## src/rtl/mem_op_sequencer.sv

```systemverilog
// In-order memory-op queue between 2-wide dispatch and the LSU, with CDB snooping of late operands.
// Optional MEMQ_CDB_BYPASS_EN: forward a same-cycle CDB hit on the head entry straight to the LSU outputs.
`timescale 1ns/1ps
module mem_op_sequencer #(
    parameter int DEPTH  = 8,
    parameter int XLEN   = 32,
    parameter int PHYS_W = 6,
    parameter int ROB_W  = 6
) (
    input  logic                          clk,
    input  logic                          reset,
    input  logic [1:0]                    in_valid,
    input  logic [1:0]                    in_is_load,
    input  logic [1:0][7:0]               in_opcode,
    input  logic [1:0][XLEN-1:0]          in_base_val,
    input  logic [1:0][PHYS_W-1:0]        in_base_tag,
    input  logic [1:0]                    in_base_ready,
    input  logic [1:0][XLEN-1:0]          in_offset,
    input  logic [1:0][XLEN-1:0]          in_data_val,
    input  logic [1:0][PHYS_W-1:0]        in_data_tag,
    input  logic [1:0]                    in_data_ready,
    input  logic [1:0][PHYS_W-1:0]        in_phys_rd,
    input  logic [1:0][ROB_W-1:0]         in_rob_idx,
    output logic                          in_ready,
    input  logic                          flush,
    input  logic [1:0]                    cdb_valid,
    input  logic [1:0][PHYS_W-1:0]        cdb_tag,
    input  logic [1:0][XLEN-1:0]          cdb_value,
    output logic                          lsu_valid,
    input  logic                          lsu_ready,
    output logic                          lsu_is_load,
    output logic [7:0]                    lsu_opcode,
    output logic [XLEN-1:0]               lsu_base_addr,
    output logic [XLEN-1:0]               lsu_offset,
    output logic [PHYS_W-1:0]             lsu_phys_rd,
    output logic [ROB_W-1:0]              lsu_rob_idx,
    output logic [XLEN-1:0]               lsu_store_data_val,
    output logic                          lsu_store_data_ready,
    output logic [$clog2(DEPTH+1)-1:0]    count
);

    localparam int PTR_W = $clog2(DEPTH);
    localparam int CNT_W = $clog2(DEPTH+1);

    // Handshakes: dispatch lanes are taken only in a cycle where in_ready is high (all-or-nothing,
    // ops must be held otherwise); the head transfers to the LSU on lsu_valid && lsu_ready, and
    // lsu_valid/fields stay put while lsu_ready is low apart from wakeup updates.

    logic                 e_is_load    [DEPTH];
    logic [7:0]           e_opcode     [DEPTH];
    logic [XLEN-1:0]      e_base_val   [DEPTH];
    logic [PHYS_W-1:0]    e_base_tag   [DEPTH];
    logic                 e_base_ready [DEPTH];
    logic [XLEN-1:0]      e_offset     [DEPTH];
    logic [XLEN-1:0]      e_data_val   [DEPTH];
    logic [PHYS_W-1:0]    e_data_tag   [DEPTH];
    logic                 e_data_ready [DEPTH];
    logic [PHYS_W-1:0]    e_phys_rd    [DEPTH];
    logic [ROB_W-1:0]     e_rob_idx    [DEPTH];

    logic [PTR_W-1:0]     head;
    logic [PTR_W-1:0]     tail;
    logic [PTR_W-1:0]     rel_idx      [DEPTH];
    logic                 occupied     [DEPTH];
    logic [PTR_W-1:0]     lane_slot    [2];
    logic                 enq_fire;
    logic [CNT_W-1:0]     enq_n;
    logic                 deq;
    logic                 head_base_ready;

    function automatic logic snoop_hit(input logic [PHYS_W-1:0] tag);
        return (cdb_valid[0] && (cdb_tag[0] == tag)) || (cdb_valid[1] && (cdb_tag[1] == tag));
    endfunction

    // Port 1 takes precedence when both ports carry the tag.
    function automatic logic [XLEN-1:0] snoop_val(input logic [PHYS_W-1:0] tag);
        return (cdb_valid[1] && (cdb_tag[1] == tag)) ? cdb_value[1] : cdb_value[0];
    endfunction

    assign in_ready = (count <= CNT_W'(DEPTH - 2));
    assign enq_fire = in_ready && (|in_valid) && !flush;
    assign enq_n    = enq_fire ? (CNT_W'(in_valid[0]) + CNT_W'(in_valid[1])) : '0;
    assign deq      = lsu_valid && lsu_ready;

    always_comb begin
        lane_slot[0] = tail;
        lane_slot[1] = in_valid[0] ? (tail + PTR_W'(1)) : tail;
        for (int i = 0; i < DEPTH; i++) begin
            rel_idx[i]  = PTR_W'(i) - head;
            occupied[i] = (CNT_W'(rel_idx[i]) < count);
        end
    end

    always_ff @(posedge clk) begin
        if (reset) begin
            head  <= '0;
            tail  <= '0;
            count <= '0;
            for (int i = 0; i < DEPTH; i++) begin
                e_is_load[i]    <= 1'b0;
                e_opcode[i]     <= '0;
                e_base_val[i]   <= '0;
                e_base_tag[i]   <= '0;
                e_base_ready[i] <= 1'b0;
                e_offset[i]     <= '0;
                e_data_val[i]   <= '0;
                e_data_tag[i]   <= '0;
                e_data_ready[i] <= 1'b0;
                e_phys_rd[i]    <= '0;
                e_rob_idx[i]    <= '0;
            end
        end else if (flush) begin
            head  <= '0;
            tail  <= '0;
            count <= '0;
            for (int i = 0; i < DEPTH; i++) begin
                e_base_ready[i] <= 1'b0;
                e_data_ready[i] <= 1'b0;
            end
        end else begin
            // Wakeup only touches live entries so an empty queue keeps showing its stale head.
            for (int i = 0; i < DEPTH; i++) begin
                if (occupied[i] && !e_base_ready[i] && snoop_hit(e_base_tag[i])) begin
                    e_base_ready[i] <= 1'b1;
                    e_base_val[i]   <= snoop_val(e_base_tag[i]);
                end
                if (occupied[i] && !e_data_ready[i] && snoop_hit(e_data_tag[i])) begin
                    e_data_ready[i] <= 1'b1;
                    e_data_val[i]   <= snoop_val(e_data_tag[i]);
                end
            end
            // Enqueue targets free slots only, so it never collides with the wakeup writes above.
            for (int l = 0; l < 2; l++) begin
                if (enq_fire && in_valid[l]) begin
                    e_is_load[lane_slot[l]]    <= in_is_load[l];
                    e_opcode[lane_slot[l]]     <= in_opcode[l];
                    e_base_tag[lane_slot[l]]   <= in_base_tag[l];
                    e_base_ready[lane_slot[l]] <= in_base_ready[l] || snoop_hit(in_base_tag[l]);
                    e_base_val[lane_slot[l]]   <= (!in_base_ready[l] && snoop_hit(in_base_tag[l]))
                                                  ? snoop_val(in_base_tag[l]) : in_base_val[l];
                    e_offset[lane_slot[l]]     <= in_offset[l];
                    e_data_tag[lane_slot[l]]   <= in_data_tag[l];
                    e_data_ready[lane_slot[l]] <= in_data_ready[l] || snoop_hit(in_data_tag[l]);
                    e_data_val[lane_slot[l]]   <= (!in_data_ready[l] && snoop_hit(in_data_tag[l]))
                                                  ? snoop_val(in_data_tag[l]) : in_data_val[l];
                    e_phys_rd[lane_slot[l]]    <= in_phys_rd[l];
                    e_rob_idx[lane_slot[l]]    <= in_rob_idx[l];
                end
            end
            head  <= head + PTR_W'(deq);
            tail  <= tail + PTR_W'(enq_n);
            count <= count + enq_n - CNT_W'(deq);
        end
    end

    always_comb begin
        lsu_is_load          = e_is_load[head];
        lsu_opcode           = e_opcode[head];
        lsu_offset           = e_offset[head];
        lsu_phys_rd          = e_phys_rd[head];
        lsu_rob_idx          = e_rob_idx[head];
        head_base_ready      = e_base_ready[head];
        lsu_base_addr        = e_base_val[head];
        lsu_store_data_ready = e_data_ready[head];
        lsu_store_data_val   = e_data_val[head];
`ifdef MEMQ_CDB_BYPASS_EN
        if (!e_base_ready[head] && snoop_hit(e_base_tag[head])) begin
            head_base_ready = 1'b1;
            lsu_base_addr   = snoop_val(e_base_tag[head]);
        end
        if (!e_data_ready[head] && snoop_hit(e_data_tag[head])) begin
            lsu_store_data_ready = 1'b1;
            lsu_store_data_val   = snoop_val(e_data_tag[head]);
        end
`endif
        lsu_valid = (count != '0) && head_base_ready && !flush;
    end

endmodule

```

## config.mk

```make
export PLATFORM = sky130hd
export DESIGN_NAME = mem_op_sequencer
export DESIGN_NICKNAME = d
export VERILOG_FILES = /design/src/rtl/mem_op_sequencer.sv
export SDC_FILE = /design/constraint.sdc
export NUM_CORES = 2
export LEC_CHECK = 0
export CORE_MARGIN = 10
export CORE_UTILIZATION = 45
export CTS_BUF_LIST = sky130_fd_sc_hd__clkbuf_4 sky130_fd_sc_hd__clkbuf_8 sky130_fd_sc_hd__clkbuf_16
export CTS_CLUSTER_DIAMETER = 80
export CTS_CLUSTER_SIZE = 40
export DETAILED_ROUTE_END_ITERATION = 12
export GPL_ROUTABILITY_DRIVEN = 0
export SYNTH_ARGS = -nofsm -noshare
export SYNTH_HDL_FRONTEND = slang
export SYNTH_SLANG_ARGS = --single-unit
```

## constraint.sdc

```tcl
create_clock -name clk -period 20.1 [get_ports clk]
set_input_delay 5.025 -clock clk [delete_from_list [all_inputs] [get_ports clk]]
set_output_delay 5.025 -clock clk [all_outputs]
set_load 0.02 [all_outputs]
```

== After elaboration in Yosys (flattened, before gate mapping) ==
Memories as Yosys holds them, arrays and structs flattened. A register that Yosys moved wholly into a read port is not among the register bits.
Cells that the tools add are included.

* Register bits: 10
* Memory bits (writable): 1048
* Input bits: 346
* Output and inout port bits: 124
* Logic and storage cells: 472
* Memories: 11

{| class="wikitable"
|+ Memory list
! memory !! depth !! bits a word !! rd ports !! clocked after Yosys merged registers in !! wr ports !! RTL line !! text
|-
| e_base_val || 8 || 32 || 1 || 1 || 10 || 51 || <nowiki>logic [XLEN-1:0] e_base_val [DEPTH];</nowiki>
|-
| e_data_val || 8 || 32 || 1 || 1 || 10 || 55 || <nowiki>logic [XLEN-1:0] e_data_val [DEPTH];</nowiki>
|-
| e_offset || 8 || 32 || 1 || 1 || 8 || 54 || <nowiki>logic [XLEN-1:0] e_offset [DEPTH];</nowiki>
|-
| e_opcode || 8 || 8 || 1 || 1 || 8 || 50 || <nowiki>logic [7:0] e_opcode [DEPTH];</nowiki>
|-
| e_base_tag || 8 || 6 || 8 || 0 || 8 || 52 || <nowiki>logic [PHYS_W-1:0] e_base_tag [DEPTH];</nowiki>
|-
| e_data_tag || 8 || 6 || 8 || 0 || 8 || 56 || <nowiki>logic [PHYS_W-1:0] e_data_tag [DEPTH];</nowiki>
|-
| 5 more memories || - || - || - || - || - || - ||
|}

* Add/sub/neg operators: 14
* Order comparisons: 9
* Equal/unequal tests: 40
* Mux-type cells: 202
* Bitwise gates (word level): 48
* Reduce and logical (&&, ||, !) cells: 145

{| class="wikitable"
|+ Operators by type and width
! kind !! count
|-
| $mux 32 || 42
|-
| $eq 6x6->1 || 40
|-
| $mux 1 || 125
|-
| $logic_and 1x1->1 || 83
|-
| $mux 3 || 24
|-
| $reduce_or 32->1 || 2
|-
| $mux 6 || 8
|-
| $or 1x1->1 || 48
|-
| $reduce_or 6->1 || 8
|-
| $lt 3x4->1 || 8
|-
| $logic_or 1x1->1 || 24
|-
| $logic_not 1->1 || 21
|-
| $mux 8 || 2
|-
| $reduce_or 8->1 || 2
|-
| $sub 3x3->3 const A || 4
|-
| $sub 1x3->3 const A || 2
|-
| $sub 2x3->3 const A || 2
|-
| $add 4x2->4 || 1
|-
| $le 4x3->1 const B || 1
|-
| $reduce_bool 4->1 || 1
|-
| $reduce_or 2->1 || 2
|-
| $sub 4x1->4 || 1
|-
| $add 3x1->3 || 1
|-
| $add 3x1->3 const B || 1
|-
| 4 further kinds || 5
|}

== Longest topological paths before layout ==
* Depth after elaboration: 10
* Gate-level depth with buffers: 15
* Gate-level depth less buffers: 12

== Worst setup path after synthesis ==
Ideal clock, no wire load.

* Kind: in2reg
* From: input port in_valid[0]
* To: memory e_base_tag[1][0] (enable)
* Setup time: 0.578 ns
* Data arrival time: 10.822 ns
* Required time: 19.522 ns
* Slack: 8.700 ns
* Cell stages on the path: 7
* Buffers on the path: 1
* Cells stage by stage: buf_2 inv_1 ha_1 nand4bb_2 nand2_1 nand4_1 o21ai_0

{| class="wikitable"
|+ RTL lines
! element !! RTL line !! text
|-
| from (decl) || 12 || <nowiki>input logic [1:0] in_valid,</nowiki>
|-
| to (decl) || 52 ||
|}

== Worst setup path after layout ==
* From: input port flush
* To: output port lsu_valid

* Cells in the longest elaborated chain, start to end: 2

{| class="wikitable"
|+ RTL lines
! element !! RTL line !! text
|-
| from (decl) || 25 || <nowiki>input logic flush,</nowiki>
|-
| $logic_not 1->1 || 176 || <nowiki>lsu_valid = (count != '0) && head_base_ready && !flush;</nowiki>
|-
| $logic_and 1x1->1 || 176 ||
|-
| to (decl) || 29 || <nowiki>output logic lsu_valid,</nowiki>
|}

No other way between the ends.

==> impl_metrics.env <==
export IMPL_ctsHoldBuffers=0
export IMPL_antenna_found_initial=49
export IMPL_setup_violations_final=0
export IMPL_dpl_hpwl_um=188000
export IMPL_row_count=144
export IMPL_die_h_um=413
export IMPL_grt_pass1_wl_um=454000
export IMPL_post_cts_setup_buffer_count=0
export IMPL_clock_skew_ns=0.0495
export IMPL_finalCriticalPeriod_ns=11.71
export IMPL_synth_ff_latch_count=1058
export IMPL_core_area_um2=154000
export IMPL_yosys_top_cells_area="edfxtp_1 (45%), mux4_2 (7.7%), a22o_1 (6.9%)"
export IMPL_drive_gt1_share_pct=14.7
export IMPL_rsz0062_at_grt="no"
export IMPL_ir_drop_uv=58.9
export IMPL_crit_chain="clkdlybuf4s50_1 -> buf_4 -> nor3_1 -> clkdlybuf4s50_1"
export IMPL_finalSetupTns_ns=0
export IMPL_end_kind="output port"
export IMPL_track_usage_pct=36.8
export IMPL_synth_edf_count=1042
export IMPL_dieWidth_um=413
export IMPL_grt_overflow_total=0
export IMPL_yosysTopAreaCell="edfxtp_1"
export IMPL_p_leak_nw=26.4
export IMPL_tightest_slew_ns=1.75
export IMPL_worst_path_buf_inv=3
export IMPL_synth_top_area_share_pct=45.0
export IMPL_clkLatencyLatePin_ns=0.74
export IMPL_slew_headroom_pct=-16.6
export IMPL_slowest_stage="clkdlybuf4s50_1"
export IMPL_antenna_left=0
export IMPL_synth_distinct_cells=103
export IMPL_critPathRequiredTime_ns=15.07
export IMPL_cts_root_buffer="clkbuf_16"
export IMPL_pwr_density_cell_nw_per_um2=65.4
export IMPL_cts_resized=0
export IMPL_max_cap_violations=0
export IMPL_vias_per_cell=7.53
export IMPL_async_reset_ff_share_pct=0
export IMPL_syn_nets=6521
export IMPL_vias=61771
export IMPL_worstPathMaxFanout=19
export IMPL_drcViolationCount=0
export IMPL_tritoncts="built"
export IMPL_slowest_delay_ns=0.67
export IMPL_utilization_pct=50.7
export IMPL_yosysSeqAreaShare_pct=45.5
export IMPL_fmax_mhz=85.4
export IMPL_violations="max-slew violations"
export IMPL_grt_pass1_vias=60155
export IMPL_hold_path_class="reg -> reg"
export IMPL_cts_buffers=70
export IMPL_ys_warn_count=0
export IMPL_syn_instance_count=6146
export IMPL_first_pass_iters=7
export IMPL_synth_top_flop_cell="edfxtp_1"
export IMPL_hold_violations=0
export IMPL_ios=470
export IMPL_final_fill_count=13519
export IMPL_syn_area_um2=69500
export IMPL_min_period_over_period_pct=58.3
export IMPL_final_nets=6463
export IMPL_drv_slew=85
export IMPL_dieArea_um2=170000
export IMPL_grt_max_degree=165
export IMPL_syn_to_final_growth_pct=12.1
export IMPL_start_util_pct=45.2
export IMPL_cts_max_path_buffers=3
export IMPL_portBuffers=469
export IMPL_clk_pin_slew_worst_paths_ns=0.10
export IMPL_clkSinkCount=1058
export IMPL_path_class="in -> out"
export IMPL_start_kind="primary input"
export IMPL_wl_per_cell_um=39.9
export IMPL_wl_um=327000
export IMPL_crit_top_cell="clkdlybuf4s50_1"
export IMPL_status="finished with violations"
export IMPL_syn_area_per_cell_um2=11.3
export IMPL_ctsHtreeMaxLevel=3
export IMPL_drtIter0Drc=10928
export IMPL_cp_data_arrival_time_ns=6.68
export IMPL_critical_path_top_delay_family="buffers and inverters"
-- worst reg2reg max path, cell delays in order (launching register included) --
cell and delay (ns):
dfxtp_1 0.84, inv_1 0.31, ha_1 0.35, a211o_1 0.41
a21oi_2 0.52, nand2_1 0.37, nor2_4 0.19, buf_12 0.68
or3_4 0.79, buf_4 0.77, nand2b_2 0.34, buf_4 0.64
-- stage by stage --
stage               hold slack, ns  std cells  setup WS (ns)  power [W]  instance area (um2)
floorplan                    0.528       6146           8.70    0.00302                69500
detailed placement           0.595       8060           8.39    0.00339                75300
global placement             0.575       8060           8.45    0.00338                75300
global route                 0.637       8191           8.29    0.00520                77800
CTS                          0.606       8190           8.38    0.00505                77800
finish                       0.618       8201           8.39    0.00509                77900
-- synthesized netlist by cell type, drive strengths merged (112+ instances only) --
library cell,instances
xnor2,137
nand2,494
nor2,132
a22o,547
edfxtp,1042
buf,364
a21oi,362
a22oi,243
mux2i,344
o22ai,136
mux4,238
clkbuf,452
xor2,112
o21ai,425
-- final cells by class --
type,instances,area [um2],share of cell area (%)
clock buffers,75,1860,2.39
inverters,91,352,0.451
repair buffers,686,6370,8.18
clock inverters,55,721,0.925
flip-flops and latches,1058,31600,40.6
multi-input cells,4181,34400,44.1
diodes,11,27.5,0.0353
well taps,2044,2560,3.28
-- routing by layer --
layer / wire length [um] / track usage, %
met5: 535 / 0.254
met4: 26300 / 23.9
met3: 51000 / 15.8
met2: 137000 / 52.9
met1: 112000 / 44.8
-- power breakdown --
part	leakage [nW]	internal, W	total (W)	switching [W]
sequential	10.9	0.00253	0.00256	0.0000355
combinational	14.2	0.000269	0.000813	0.000545
clock	1.24	0.000783	0.00172	0.000933
total	26.4	0.00358	0.00509	0.00151
-- cell usage in the layout, fill, tap and decap left out, drive strengths merged, types with 29 or more instances in the layout --
| cell | n |
|---|---|
| edfxtp | 1042 |
| a22o | 547 |
| nand2 | 494 |
| clkdlybuf4s50 | 465 |
| o21ai | 425 |
| a21oi | 362 |
| mux2i | 344 |
| a22oi | 243 |
| mux4 | 238 |
| buf | 221 |
| xnor2 | 137 |
| o22ai | 136 |
| nor2 | 132 |
| xor2 | 112 |
| o221a | 97 |
| nand3 | 91 |
| clkbuf | 75 |
| o221ai | 72 |
| inv | 71 |
| clkinv | 66 |
| nor3 | 64 |
| mux2 | 52 |
| nand4 | 43 |
| a211oi | 42 |
| o22a | 39 |
| a31oi | 37 |
| o211ai | 36 |
| a2bb2oi | 36 |
| a221oi | 34 |
| nor3b | 34 |
| o41ai | 33 |
| a21boi | 32 |
| nor4 | 32 |
| o32a | 29 |
-- sequential cells by signal, indices dropped and copies added (netlist names) --
name	count
e_rob_idx	48
e_offset	256
head	3
e_data_ready	8
e_data_tag	48
e_base_val	256
e_opcode	64
e_is_load	8
e_base_ready	8
e_data_val	256
count	4
tail	3
e_phys_rd	48
e_base_tag	48
-- final timing paths --
check                                             start                     endpoint  slack [ns]  cells past startpoint
worst max-delay path                              flush                    lsu_valid        8.39                      4
worst min-delay path            e_base_ready[0]$_DFF_P_      e_base_ready[0]$_DFF_P_        0.62                      2
worst max register to register      count[3]$_SDFF_PP0_  e_data_val[4][20]$_DFFE_PP_       13.51                     11
worst min register to register  e_base_ready[0]$_DFF_P_      e_base_ready[0]$_DFF_P_        0.62                      2
-- cell families (layout without fill, tap and decap cells) --
| logic type | after synthesis | after routing | share of synthesized area, % |
|---|---|---|---|
| compound gates | 2288 | 2288 | 24.8 |
| mux | 634 | 634 | 13.5 |
| flops | 1058 | 1058 | 45.5 |
| fa+ha+maj | 29 | 29 | 0.544 |
| buf+inv | 907 | 907 | 5.63 |
| other cells | 0 | 11 | 0 |
| simple gates | 981 | 981 | 6.90 |
| xor+xnor | 249 | 249 | 3.14 |
(Power assumes the default switching activity.)
